--- src/rtl/bus_arbiter_4m.sv ---
// Four-master bus arbiter: registered one-hot grant, bounded bursts, dead handover cycle.
// Define BUS_ARB_RR_EN for round-robin selection; otherwise fixed priority (req[0] highest).
module bus_arbiter_4m #(
  parameter int MAX_BURST = 8,
  parameter int CNT_W     = 4
) (
  input  logic             clk,
  input  logic             reset,
  input  logic [3:0]       req,
  output logic [3:0]       grant,
  output logic             busy,
  output logic             forced,
  output logic [CNT_W-1:0] burst_cnt
);

  typedef enum logic [1:0] {
    IDLE,
    GRANT,
    HANDOVER
  } state_t;

  localparam logic [CNT_W-1:0] MAX_C = CNT_W'(MAX_BURST);
  localparam logic [CNT_W-1:0] ONE_C = CNT_W'(1);

  state_t           state_q, state_d;
  logic [3:0]       grant_q, grant_d;
  logic             forced_q, forced_d;
  logic [CNT_W-1:0] cnt_q, cnt_d;
  logic [1:0]       last_q, last_d;

`ifdef BUS_ARB_RR_EN
  function automatic logic [1:0] pick(input logic [3:0] r, input logic [1:0] l);
    logic [1:0] w;
    logic [1:0] idx;
    w = '0;
    // Scan downward so the nearest index after l is written last.
    for (int i = 4; i >= 1; i--) begin
      idx = l + 2'(i);
      if (r[idx]) w = idx;
    end
    return w;
  endfunction
`else
  function automatic logic [1:0] pick(input logic [3:0] r);
    logic [1:0] w;
    w = '0;
    for (int i = 3; i >= 0; i--) begin
      if (r[i]) w = 2'(i);
    end
    return w;
  endfunction
`endif

  logic [1:0] win;
  logic [3:0] own_oh;
  logic       others;

  always_comb begin
`ifdef BUS_ARB_RR_EN
    win = pick(req, last_q);
`else
    win = pick(req);
`endif
    own_oh = 4'b0001 << last_q;
    others = |(req & ~own_oh);
  end

  always_comb begin
    state_d  = state_q;
    grant_d  = grant_q;
    forced_d = 1'b0;
    cnt_d    = cnt_q;
    last_d   = last_q;
    unique case (state_q)
      IDLE, HANDOVER: begin
        if (|req) begin
          state_d = GRANT;
          grant_d = 4'b0001 << win;
          cnt_d   = ONE_C;
          last_d  = win;
        end else begin
          state_d = IDLE;
          grant_d = 4'b0000;
          cnt_d   = '0;
        end
      end
      GRANT: begin
        if (!req[last_q]) begin
          state_d = HANDOVER;
          grant_d = 4'b0000;
          cnt_d   = '0;
        end else if (cnt_q == MAX_C) begin
          if (others) begin
            state_d  = HANDOVER;
            grant_d  = 4'b0000;
            forced_d = 1'b1;
            cnt_d    = '0;
          end
        end else begin
          cnt_d = cnt_q + ONE_C;
        end
      end
      default: begin
        state_d = IDLE;
        grant_d = 4'b0000;
        cnt_d   = '0;
      end
    endcase
  end

  always_ff @(posedge clk or posedge reset) begin
    if (reset) begin
      state_q  <= IDLE;
      grant_q  <= 4'b0000;
      forced_q <= 1'b0;
      cnt_q    <= '0;
      last_q   <= 2'd3;
    end else begin
      state_q  <= state_d;
      grant_q  <= grant_d;
      forced_q <= forced_d;
      cnt_q    <= cnt_d;
      last_q   <= last_d;
    end
  end

  assign grant     = grant_q;
  assign busy      = |grant_q;
  assign forced    = forced_q;
  assign burst_cnt = cnt_q;

endmodule

--- config.mk ---
export PLATFORM = sky130hd
export DESIGN_NAME = bus_arbiter_4m
export DESIGN_NICKNAME = d
export VERILOG_FILES = /design/src/rtl/bus_arbiter_4m.sv
export SDC_FILE = /design/constraint.sdc
export NUM_CORES = 1
export LEC_CHECK = 0
export CAP_MARGIN = 20
export CORE_AREA = 2 2 44 46
export CTS_BUF_LIST = sky130_fd_sc_hd__clkbuf_8 sky130_fd_sc_hd__clkbuf_16
export CTS_CLUSTER_DIAMETER = 40
export DETAILED_ROUTE_END_ITERATION = 16
export DIE_AREA = 0 0 46 48
export GPL_ROUTABILITY_DRIVEN = 1
export PLACE_DENSITY = 0.7
export SYNTH_ARGS = -nofsm -noshare
export SYNTH_HDL_FRONTEND = slang
export SYNTH_SLANG_ARGS = --single-unit
--- constraint.sdc ---
create_clock -name clk -period 1.8 [get_ports clk]
set_input_delay 0.54 -clock clk [delete_from_list [all_inputs] [get_ports clk]]
set_output_delay 0.54 -clock clk [all_outputs]
set_load 0.01 [all_outputs]
# Yosys cells after proc, flatten, opt, wreduce, memory -nomap -nowiden
# Cells that the tools add are included.
# word_totals
ff_bits,13
inputBits,6
out_inout_bits,10
# op_classes
n_addsub,1
magnitude_cmp,1
eq_ne,6
shift,2
mux,24
bitwise_logic,2
n_reduce_logical,7
# ops
cell,count
two-way mux 4 bit,6
one-hot mux 4 bit (2 select lines),2
two-way mux 2 bit,7
OR reduction 4 bit,3
left shift 1 x 2 -> 4 bit (first input constant),2
two-way mux 1 bit,7
!= test 3 bit (second input constant),2
adder 4 x 1 -> 4 bit (second input constant),1
bitwise AND 4 bit,1
== test 4 bit (second input constant),1
!= test 4 bit (second input constant),1
inverter 4 bit,1
one-hot mux 2 bit (2 select lines),1
AND reduction 2 bit,2
< comparator 2 x 3 -> 1 bit (second input constant),1
binary-select mux 1 bit (select 2 bit),1
== test 2 x 1 -> 1 bit (second input constant),1
== test 2 bit (second input constant),1
zero test 2 bit,1
OR reduction 2 bit,1

# Depth between registers and ports, before layout
# Gate-level depths: netlist of run 1.
# logic_depth
ltp_word,8
mapped_depth,6
ltp_nobuf,6

# Least setup slack after synthesis of run 1
# OpenSTA, ideal clock, no wires.
# synth_path
path_kind,reg2reg
start,register last_q[1]
end,register cnt_q[0] (netlist: burst_cnt[0])
setup_time_ns,0.131
arrival_time_ns,1.605
required_time_ns,1.669
path_slack_ns,0.063
stages_incl_launch_ff,5
path_buffers,0
synth_period_minus_slack_ns,1.737
path_cell_list,dfstp_2 -> mux4_2 -> nand3b_4 -> a2111oi_2 -> or3_1
# synth_via
elab_chain_cells,5
word_cells_on_any_way,9
# synth_rtl
element,line,rtl
start: declaration,29,"logic [1:0] last_q, last_d;"
start signal: assignment,123,last_q <= last_d;
left shift 1 x 2 -> 4 bit,64,own_oh = 4'b0001 << last_q;
inverter 4 bit,65,others = |(req & ~own_oh);
bitwise AND 4 bit,65,
OR reduction 4 bit,65,
!= test 4 bit (no line),-,
end signal: assignment,122,cnt_q <= cnt_d;
end: declaration,28,"logic [CNT_W-1:0] cnt_q, cnt_d;"
# Several ways; a longest one is shown, not always the timed one. The select of a mux whose other input is x is not followed.
# A chain may end at the register's enable or synchronous reset.

# Worst setup path after layout of run 1
# layout_path
start,register grant_q[2] (netlist: grant[2])
end,output port busy
# layout_via
elab_chain_cells,1
# layout_rtl
element,line,rtl
start: declaration,26,"logic [3:0] grant_q, grant_d;"
start signal: assignment,120,grant_q <= grant_d;
OR reduction 4 bit,128,assign busy = |grant_q;
end: declaration,11,"output logic busy,"
# Every way passes these cells.

==> results of run 1 <==
## per-layer routing
layer	track usage [%]	share of wire, %
met5	0	0
met4	10.3	1.9
met3	1.13	2.0
met2	30.3	49
met1	25.2	47
## state kept, by name, indices dropped and copies added, names as in the netlist
name,flops
burst_cnt,4
forced,1
last_q,2
grant,4
state_q,2
## worst reg2reg max path: cells and delay by family (launching register included)
kind,cells,cell delay [ps]
AND/OR/NAND/NOR,3,530
flip-flops,1,540
multiplexers,1,550
## per-stage QoR
stage	worst slack, ps	hold WS [ps]
3_5_place_dp	-404	448
2_1_floorplan	63.3	411
3_3_place_gp	-397	440
5_1_grt	-51.2	480
4_1_cts	-27.5	459
6_report	-17.9	465
## layout make-up
class                   count  share of cell area, %
clock inverters             1                  0.347
repair buffers             35                   27.1
well taps                  17                   1.97
inverters                   6                   2.08
multi-input cells          49                   34.5
clock buffers               3                   3.82
flip-flops and latches     13                   30.3
## power groups by stage
| stage | Sequential (µW) | Clock (µW) | Combinational (µW) |
|---|---|---|---|
| floorplan | 486 | 0 | 361 |
| global placement | 495 | 0 | 646 |
| detailed placement | 497 | 0 | 652 |
| CTS | 492 | 268 | 666 |
| global route | 508 | 277 | 755 |
| finish | 493 | 263 | 691 |
## cells in the final DEF (no fill, tap or decap), types with 2 or more instances in the layout
| master | count |
|---|---|
| sky130_fd_sc_hd__a21o_1 | 2 |
| sky130_fd_sc_hd__a21oi_1 | 3 |
| sky130_fd_sc_hd__a32o_1 | 3 |
| sky130_fd_sc_hd__buf_4 | 20 |
| sky130_fd_sc_hd__clkbuf_8 | 3 |
| sky130_fd_sc_hd__clkdlybuf4s50_1 | 9 |
| sky130_fd_sc_hd__dfrtp_1 | 11 |
| sky130_fd_sc_hd__dfstp_2 | 2 |
| sky130_fd_sc_hd__dlygate4sd2_1 | 4 |
| sky130_fd_sc_hd__ha_1 | 2 |
| sky130_fd_sc_hd__inv_1 | 7 |
| sky130_fd_sc_hd__nand2_1 | 3 |
| sky130_fd_sc_hd__nand3_1 | 2 |
| sky130_fd_sc_hd__nor2_1 | 9 |
| sky130_fd_sc_hd__nor3_1 | 2 |
| sky130_fd_sc_hd__xnor2_1 | 2 |
## worst max path at each step
stage | start | endpoint | slack, ps | depth (start not counted)
floorplan | last_q[1] | burst_cnt[0] | 60 | 4
global placement | req[2] | state_q[0] | -400 | 5
detailed placement | req[3] | burst_cnt[0] | -400 | 5
CTS | grant[2] | busy | -30 | 2
global route | grant[2] | busy | -50 | 2
finish | grant[2] | busy | -20 | 2
## repair_timing
action                     in CTS  in global routing
gates resized for setup         9                  4
pin swaps                       2                  0
hold buffers                    0                  0
setup endpoints to repair       8                 10
setup buffers                   1                  1
## logic make-up after synthesis
group           share of synthesized area, %
compound gates                          18.5
xor+xnor                                2.46
fa+ha+maj                               3.51
buf+inv                                 3.87
flops                                   46.0
mux                                     4.57
simple gates                            21.1
==> metrics.log, run 1 <==
INFO  metric antenna_found_initial = 0
INFO  metric cts_root_buffer = sky130_fd_sc_hd__clkbuf_8
INFO  metric flow.area_growth_from_synthesis = 52.0%
INFO  metric via_count = 675
INFO  metric placementRows = 15
INFO  metric skew = 2.07 ps
INFO  metric post_synthesis_instance_total = 69
INFO  metric worst_path_buf_inv = 1
INFO  metric flip_flop_and_latch_count_after_synthesis = 13
INFO  metric synth.lib_cells_used.distinct = 32
INFO  metric whs_endpoint = state_q[1]
INFO  metric timing.hold.worst_path_depth = 1
INFO  metric final_hold_viol_count = 0
INFO  metric switching_share = 35.6%
INFO  metric finalPower = 1450 µW
INFO  metric drt-pass1-iter-count = 4
INFO  metric int_pwr = 932 µW
INFO  metric dieHeight = 48 µm
INFO  metric power_density = 1340 nW/µm²
INFO  metric grt_setup_unrepaired = yes
INFO  metric crit_path_cell_trace = or4_1 > buf_2
INFO  metric gr-usage-all-layers = 18.8%
INFO  metric synth-warning-count = 0
INFO  metric clock_tree_buf_depth = 2
INFO  metric fillCellCount = 130
INFO  metric combPwrFrac = 47.8%
INFO  metric wire_length_per_cell_after_detailed_routing = 14.1 µm
INFO  metric floorplan.die_area = 2210 µm²
INFO  metric start_util = 42.1%
INFO  metric period_minus_slack = 1820 ps
INFO  metric critical-path-slowest-cell = sky130_fd_sc_hd__or4_1
INFO  metric synthesis.nets = 77
INFO  metric wl = 1750 µm
INFO  metric critical_path_peak_fanout = 2
INFO  metric cts_made_buffers = 3
INFO  metric timing.final.max_slew_violations = 0
INFO  metric sequentialPowerShare = 34.0%
INFO  metric max_stage_delay = 510 ps
INFO  metric via_count_of_the_first_global_routing_pass = 680
INFO  metric synth_enable_flop_cells = 0
INFO  metric numClockSinks = 13
INFO  metric share_clk_of_total_power = 18.2%
INFO  metric setup_slack = -17.9 ps
INFO  metric finish.instance_area = 1080 µm²
INFO  metric timing.critical_path.required = 1260 ps
INFO  metric ant_nets = 0
INFO  metric cts-htree-levels = 1
INFO  metric status = complete, but fails checks
INFO  metric io_pins = 16
INFO  metric post-route-util = 64.1%
INFO  metric dominantRegCellSynth = sky130_fd_sc_hd__dfrtp_1
INFO  metric mappedNetlistArea = 712 µm²
INFO  metric yosys.area.top_type = sky130_fd_sc_hd__dfrtp_1
INFO  metric antenna_cells = 0
INFO  metric remaining_drc_errors = 0
INFO  metric starting_drt_drc_count = 20
INFO  metric design.core.area = 1690 µm²
INFO  metric global_route_wire_length_before_repair = 2900 µm
INFO  metric multiInputGateArea = 373 µm²
INFO  metric synth_area_leaders = sky130_fd_sc_hd__dfrtp_1 39%, sky130_fd_sc_hd__dfstp_2 7.4%, sky130_fd_sc_hd__nor2_1 4.7%, sky130_fd_sc_hd__a32o_1 4.2%, sky130_fd_sc_hd__ha_1 3.5%
INFO  metric final-instance-count-excl-fill = 124
INFO  metric setup_viol = 1
INFO  metric grt-ovfl-total = 0
INFO  metric relSlewSlack = 67.7%
INFO  metric violations = setup timing
INFO  metric r2r-end = burst_cnt[0]
INFO  metric seq_area_frac_synth = 46.0%
INFO  metric fp.dieW = 46 µm
INFO  metric largest_net_degree_at_the_start_of_global_routing = 14
INFO  metric ff_latch_area = 328 µm²
INFO  metric placed_cells = 118
INFO  metric worst_slew_pin_slew = 484 ps
INFO  metric synth_top_area_share = 38.7%
INFO  metric port-buffer-count = 15
INFO  metric fmaxAchievable = 550 MHz
INFO  metric crit_family = simple AND/OR/NAND/NOR gates
INFO  metric clk_pin_slew_worst_paths = 60 ps
INFO  metric timing.hold.worst.class = reg -> reg
INFO  metric finalSetupTns = -17.9 ps
INFO  metric critPathLaunchType = register
INFO  metric hold_path_startpoint = state_q[1]
INFO  metric placed_cell_area = 1010 µm²
INFO  metric timing.reg2reg.worst_path_depth = 4
INFO  metric worst_ep_arrival_time = 1280 ps
INFO  metric worst_r2r_startpoint = last_q[1]
INFO  metric dp_hpwl = 1280 µm
INFO  metric finish.net_count = 116
INFO  metric irDropWorstVdd = 0.00102 V
INFO  metric clk-insertion-delay-late = 240 ps
INFO  metric synthArstFlopShare = 100%
INFO  metric worst-setup-path-type = reg -> out
INFO  metric max_cap_violations = 0
INFO  metric power.net_switching = 515 µW
INFO  metric yosysMostFrequentCell = sky130_fd_sc_hd__dfrtp_1
INFO  metric min_period_over_period = 101%
INFO  metric setup_crit_end_kind = output port
INFO  metric average_cell_area_after_synthesis = 10.3 µm²
INFO  metric place_congestion = 0.887
INFO  metric tritoncts = done
INFO  metric via_count_normalized_by_instance_count = 5.44
INFO  metric netlist_top_cells_count = 11 x sky130_fd_sc_hd__dfrtp_1, 9 x sky130_fd_sc_hd__nor2_1, 6 x sky130_fd_sc_hd__inv_1
INFO  metric post_route_cells_drive_above_1_share = 31.8%
INFO  metric setup.reg_to_reg.worst_slack = 50 ps
INFO  metric leakage = 0.000527 µW
Note: power is estimated with default switching activity, not from simulation.
==> run 2, diff against run 1 <==
Settings changed: CORE_AREA 2 2 44 46 to 2 2 42 44, DIE_AREA 0 0 46 48 to 0 0 44 46, PLACE_DENSITY 0.7 to 0.74, SLEW_MARGIN set to 10.
Clock period 1.8 ns to 1.95 ns, I/O delays scaled along.
==> metrics.log, run 2 (synthesis gave the netlist of run 1 again) <==
INFO  metric status = complete, no violations
INFO  metric clk-insertion-delay-late = 240 ps
INFO  metric irDropWorstVdd = 0.000799 V
INFO  metric setup_crit_end_kind = output port
INFO  metric worst_slew_pin_slew = 477 ps
INFO  metric floorplan.die_area = 2020 µm²
INFO  metric setup_viol = 0
INFO  metric worst-setup-path-type = reg -> out
INFO  metric ant_nets = 0
INFO  metric port-buffer-count = 15
INFO  metric timing.hold.worst.class = reg -> reg
INFO  metric cts_root_buffer = sky130_fd_sc_hd__clkbuf_8
INFO  metric via_count = 648
INFO  metric most_used_cells_in_the_layout_excluding_fill_and_tap_cells = 14 x sky130_fd_sc_hd__buf_4, 11 x sky130_fd_sc_hd__dfrtp_1, 10 x sky130_fd_sc_hd__clkdlybuf4s50_1, 9 x sky130_fd_sc_hd__nor2_1, 7 x sky130_fd_sc_hd__inv_1
INFO  metric largest_net_degree_at_the_start_of_global_routing = 14
INFO  metric final-instance-count-excl-fill = 118
INFO  metric flow.area_growth_from_synthesis = 46.4%
INFO  metric timing.critical_path.required = 1360 ps
INFO  metric io_pins = 16
INFO  metric placed_cells = 111
INFO  metric skew = 2.97 ps
INFO  metric dieHeight = 46 µm
INFO  metric placementRows = 15
INFO  metric place_congestion = 0.867
INFO  metric max_cap_violations = 0
INFO  metric leakage = 0.000509 µW
INFO  metric period_minus_slack = 1860 ps
INFO  metric via_count_of_the_first_global_routing_pass = 657
INFO  metric wl = 1680 µm
INFO  metric clk_pin_slew_worst_paths = 50 ps
INFO  metric numClockSinks = 13
INFO  metric timing.final.max_slew_violations = 0
INFO  metric relSlewSlack = 68.2%
INFO  metric design.core.area = 1610 µm²
INFO  metric dp_hpwl = 1240 µm
INFO  metric critical_path_peak_fanout = 2
INFO  metric cts_made_buffers = 3
INFO  metric drt-pass1-iter-count = 4
INFO  metric postCtsHoldBufs = 0
INFO  metric fp.dieW = 44 µm
INFO  metric finalSetupTns = 0 ps
INFO  metric fmaxAchievable = 538 MHz
INFO  metric final_common_cell = sky130_fd_sc_hd__buf_4
INFO  metric final_hold_viol_count = 0
INFO  metric gr-usage-all-layers = 20.6%
INFO  metric cts-htree-levels = 1
INFO  metric antenna_cells = 0
INFO  metric power_density = 1250 nW/µm²
INFO  metric global_route_wire_length_before_repair = 2880 µm
INFO  metric starting_drt_drc_count = 20
INFO  metric remaining_drc_errors = 0
INFO  metric critPathLaunchType = register
INFO  metric post-route-util = 64.6%
INFO  metric antenna_found_initial = 0
INFO  metric start_util = 44.1%
INFO  metric worst_ep_arrival_time = 1270 ps
INFO  metric wire_length_per_cell_after_detailed_routing = 14.2 µm
INFO  metric grt_setup_unrepaired = no
INFO  metric post_route_cells_drive_above_1_share = 26.7%
INFO  metric min_period_over_period = 95.4%
INFO  metric finish.net_count = 110
INFO  metric via_count_normalized_by_instance_count = 5.49
INFO  metric finalPower = 1300 µW
INFO  metric clock_tree_buf_depth = 2
INFO  metric grt-ovfl-total = 0
INFO  metric tritoncts = done
## run 2: cell types whose count changed in the layout (fill, tap and decap cells not counted)
cell                              delta
sky130_fd_sc_hd__buf_4               -6
sky130_fd_sc_hd__dlygate4sd2_1       -4
sky130_fd_sc_hd__dlymetal6s2s_1      +3
sky130_fd_sc_hd__clkdlybuf4s50_1     +1
sky130_fd_sc_hd__nand3_1             +1
sky130_fd_sc_hd__nand3_2             -1
sky130_fd_sc_hd__or2_2               +1
sky130_fd_sc_hd__or2_4               -1
## run 2: final cells by class
class	count	area, µm²
tap	17	21.3
sequential	13	328
fill	135	572
timing repair buffer	29	260
clock inverter	1	3.75
clock buffer	3	41.3
inverter	6	22.5
multi-input combinational	49	365
## run 2: stage by stage
step | setup WS [ps] | instance area, µm² | hold slack (ps)
after floorplan | 213 | 712 | 411
after CTS | 3.11 | 1020 | 474
after detailed placement | -277 | 961 | 439
after global routing | 69.2 | 1040 | 496
after global placement | -231 | 961 | 461
final | 90.3 | 1040 | 480
## run 2: where the power goes
group | total (µW) | internal (µW) | switching (µW)
combinational | 590 | 332 | 258
sequential | 470 | 365 | 106
clock | 237 | 139 | 98.3
## run 2: per-layer routing
metal,wire [µm],global-route usage (%)
met5,0,0
met4,31,10.9
met3,26,3.57
met2,817,32.1
met1,803,27.2
## run 2: path summary, 6_finish.rpt
kind / startpoint / to / slack (ps) / cells after the start
worst max-delay path: grant[3] / busy / 90 / 2
worst min-delay path: state_q[1] / state_q[1] / 480 / 1
worst max register to register: last_q[1] / burst_cnt[0] / 140 / 4
worst min register to register: state_q[1] / state_q[1] / 480 / 1
max in group asynchronous: reset / last_q[0] / 940 / 2
min in group asynchronous: reset / forced / 660 / 2
## run 2: repair_timing
item	CTS	global route
setup endpoints to repair	7	8
buffers inserted	2	1
resized for setup	5	5
pin swaps	2	0
## run 2: critical path, stage by stage, from the launching register on
cell                      delay [ps]
sky130_fd_sc_hd__dfrtp_1         370
sky130_fd_sc_hd__or4_1           510
sky130_fd_sc_hd__buf_2           150
==> run 3, diff against run 2 <==
Settings changed: PLACE_DENSITY 0.74 to 0.77, SKIP_LAST_GASP set to 1.
==> metrics.log, run 3 (synthesis gave the netlist of run 1 again) <==
INFO  metric timing.critical_path.required = 1360 ps
INFO  metric status = complete, no violations
INFO  metric clk_pin_slew_worst_paths = 60 ps
INFO  metric switching_share = 36.1%
INFO  metric worst-setup-path-type = reg -> out
INFO  metric largest_net_degree_at_the_start_of_global_routing = 14
INFO  metric via_count = 681
INFO  metric placed_cells = 115
INFO  metric worst_ep_arrival_time = 1270 ps
INFO  metric antenna_cells = 0
INFO  metric ant_nets = 0
INFO  metric wl = 1770 µm
INFO  metric timing.hold.worst.class = reg -> reg
INFO  metric finish.instance_area = 1030 µm²
INFO  metric numClockSinks = 13
INFO  metric crit_path_cell_trace = or4_1 > buf_2
INFO  metric dieHeight = 46 µm
INFO  metric fp.dieW = 44 µm
INFO  metric remaining_drc_errors = 0
INFO  metric skew = 5.06 ps
INFO  metric antenna_found_initial = 0
INFO  metric design.core.area = 1610 µm²
INFO  metric place_congestion = 0.920
INFO  metric critical_path_peak_fanout = 2
INFO  metric fmaxAchievable = 538 MHz
INFO  metric period_minus_slack = 1860 ps
INFO  metric final_hold_viol_count = 0
INFO  metric min_period_over_period = 95.4%
INFO  metric setup_viol = 0
INFO  metric critical-path-slowest-cell = sky130_fd_sc_hd__or4_1
INFO  metric int_pwr = 803 µW
INFO  metric postCtsHoldBufs = 0
INFO  metric port-buffer-count = 15
INFO  metric sequentialPowerShare = 37.4%
INFO  metric clk-insertion-delay-late = 240 ps
INFO  metric post_route_cells_drive_above_1_share = 27.5%
INFO  metric cts_made_buffers = 3
INFO  metric dp_hpwl = 1360 µm
INFO  metric final-instance-count-excl-fill = 119
INFO  metric final.hold.worst_slack = 464 ps
INFO  metric drt-pass1-iter-count = 4
INFO  metric start_util = 44.1%
INFO  metric grt_setup_unrepaired = no
INFO  metric final_common_cell = sky130_fd_sc_hd__buf_4
INFO  metric flow.area_growth_from_synthesis = 45.3%
INFO  metric wire_length_per_cell_after_detailed_routing = 14.9 µm
INFO  metric tritoncts = done
INFO  metric timing.reg2reg.worst_path_depth = 4
INFO  metric global_route_wire_length_before_repair = 2900 µm
INFO  metric gr-usage-all-layers = 20.0%
INFO  metric clock_tree_buf_depth = 2
INFO  metric critPathLaunchType = register
INFO  metric worst_slew_pin_slew = 498 ps
INFO  metric grt-ovfl-total = 0
INFO  metric via_count_of_the_first_global_routing_pass = 660
INFO  metric irDropWorstVdd = 0.000583 V
INFO  metric cts_root_buffer = sky130_fd_sc_hd__clkbuf_8
INFO  metric floorplan.die_area = 2020 µm²
INFO  metric most_used_cells_in_the_layout_excluding_fill_and_tap_cells = 15 x sky130_fd_sc_hd__buf_4, 11 x sky130_fd_sc_hd__dfrtp_1, 10 x sky130_fd_sc_hd__clkdlybuf4s50_1, 9 x sky130_fd_sc_hd__nor2_1, 7 x sky130_fd_sc_hd__inv_1
INFO  metric starting_drt_drc_count = 17
INFO  metric finish.net_count = 111
INFO  metric setup_crit_end_kind = output port
INFO  metric combPwrFrac = 44.1%
INFO  metric timing.final.max_slew_violations = 0
INFO  metric timing.hold.worst_path_depth = 1
INFO  metric placementRows = 15
INFO  metric power.net_switching = 454 µW
INFO  metric relSlewSlack = 66.8%
INFO  metric cts-htree-levels = 1
INFO  metric max_cap_violations = 0
INFO  metric via_count_normalized_by_instance_count = 5.72
INFO  metric max_stage_delay = 510 ps
INFO  metric leakage = 0.000483 µW
INFO  metric io_pins = 16
INFO  metric placed_cell_area = 991 µm²
INFO  metric share_clk_of_total_power = 18.5%
INFO  metric power_density = 1210 nW/µm²
==> run 3: cell types whose count changed in the layout (fill, tap and decap cells not counted) <==
cell                             delta
sky130_fd_sc_hd__dlymetal6s2s_1     -4
sky130_fd_sc_hd__dlygate4sd2_1      +4
sky130_fd_sc_hd__buf_4              +1
==> run 3: through the flow <==
step,utilization (%),setup TNS (ps),total power (µW),setup slack [ps]
5_1_grt,64.1,0,1340,56.2
2_1_floorplan,-,0,782,213
3_5_place_dp,61.4,-2030,1030,-287
3_3_place_gp,61.4,-1630,1010,-246
4_1_cts,64.1,0,1260,78.7
6_report,64.1,0,1260,90.2
==> run 3: routing by layer <==
| metal | wire (µm) | track usage (%) | up-vias | share of wire [%] |
|---|---|---|---|---|
| li1 | - | - | 319 | - |
| met2 | 908 | 31.5 | 15 | 51 |
| met5 | 0 | 0 | - | 0 |
| met3 | 37 | 2.38 | 4 | 2.1 |
| met1 | 795 | 27.5 | 343 | 45 |
| met4 | 29 | 9.09 | 0 | 1.6 |
==> run 3: worst paths after layout <==
check                          endpoint        from  slack [ps]
setup / recovery                   busy    grant[3]          90
hold / removal               state_q[1]  state_q[1]         460
setup reg to reg           burst_cnt[0]   last_q[1]         130
hold reg to reg              state_q[1]  state_q[1]         460
max in group asynchronous     last_q[0]       reset         920
min in group asynchronous      grant[1]       reset         670
==> run 3: cell type report <==
cell class	instances	area, µm²
fill	130	579
multi-input combinational	49	365
sequential	13	328
timing repair buffer	30	253
clock buffer	3	41.3
inverter	6	22.5
tap	17	21.3
clock inverter	1	3.75
==> run 3: power by group through the flow <==
stage	clock network [µW]	registers [µW]	logic, µW
after CTS	235	468	556
after floorplan	0	448	334
after global placement	0	469	543
after detailed placement	0	469	562
after global routing	246	483	607
final	233	469	555
==> run 3: critical path, delay by kind of cell (launching register included) <==
kind	cells	cell delay, ps
simple gates	1	510
buf+inv	1	150
flops	1	380
==> run 3: timing repair <==
item	4_1_cts	5_1_grt
hold endpoints to repair	0	0
endpoints found under the setup margin	7	0
buffers inserted	0	0
resized for setup	10	0
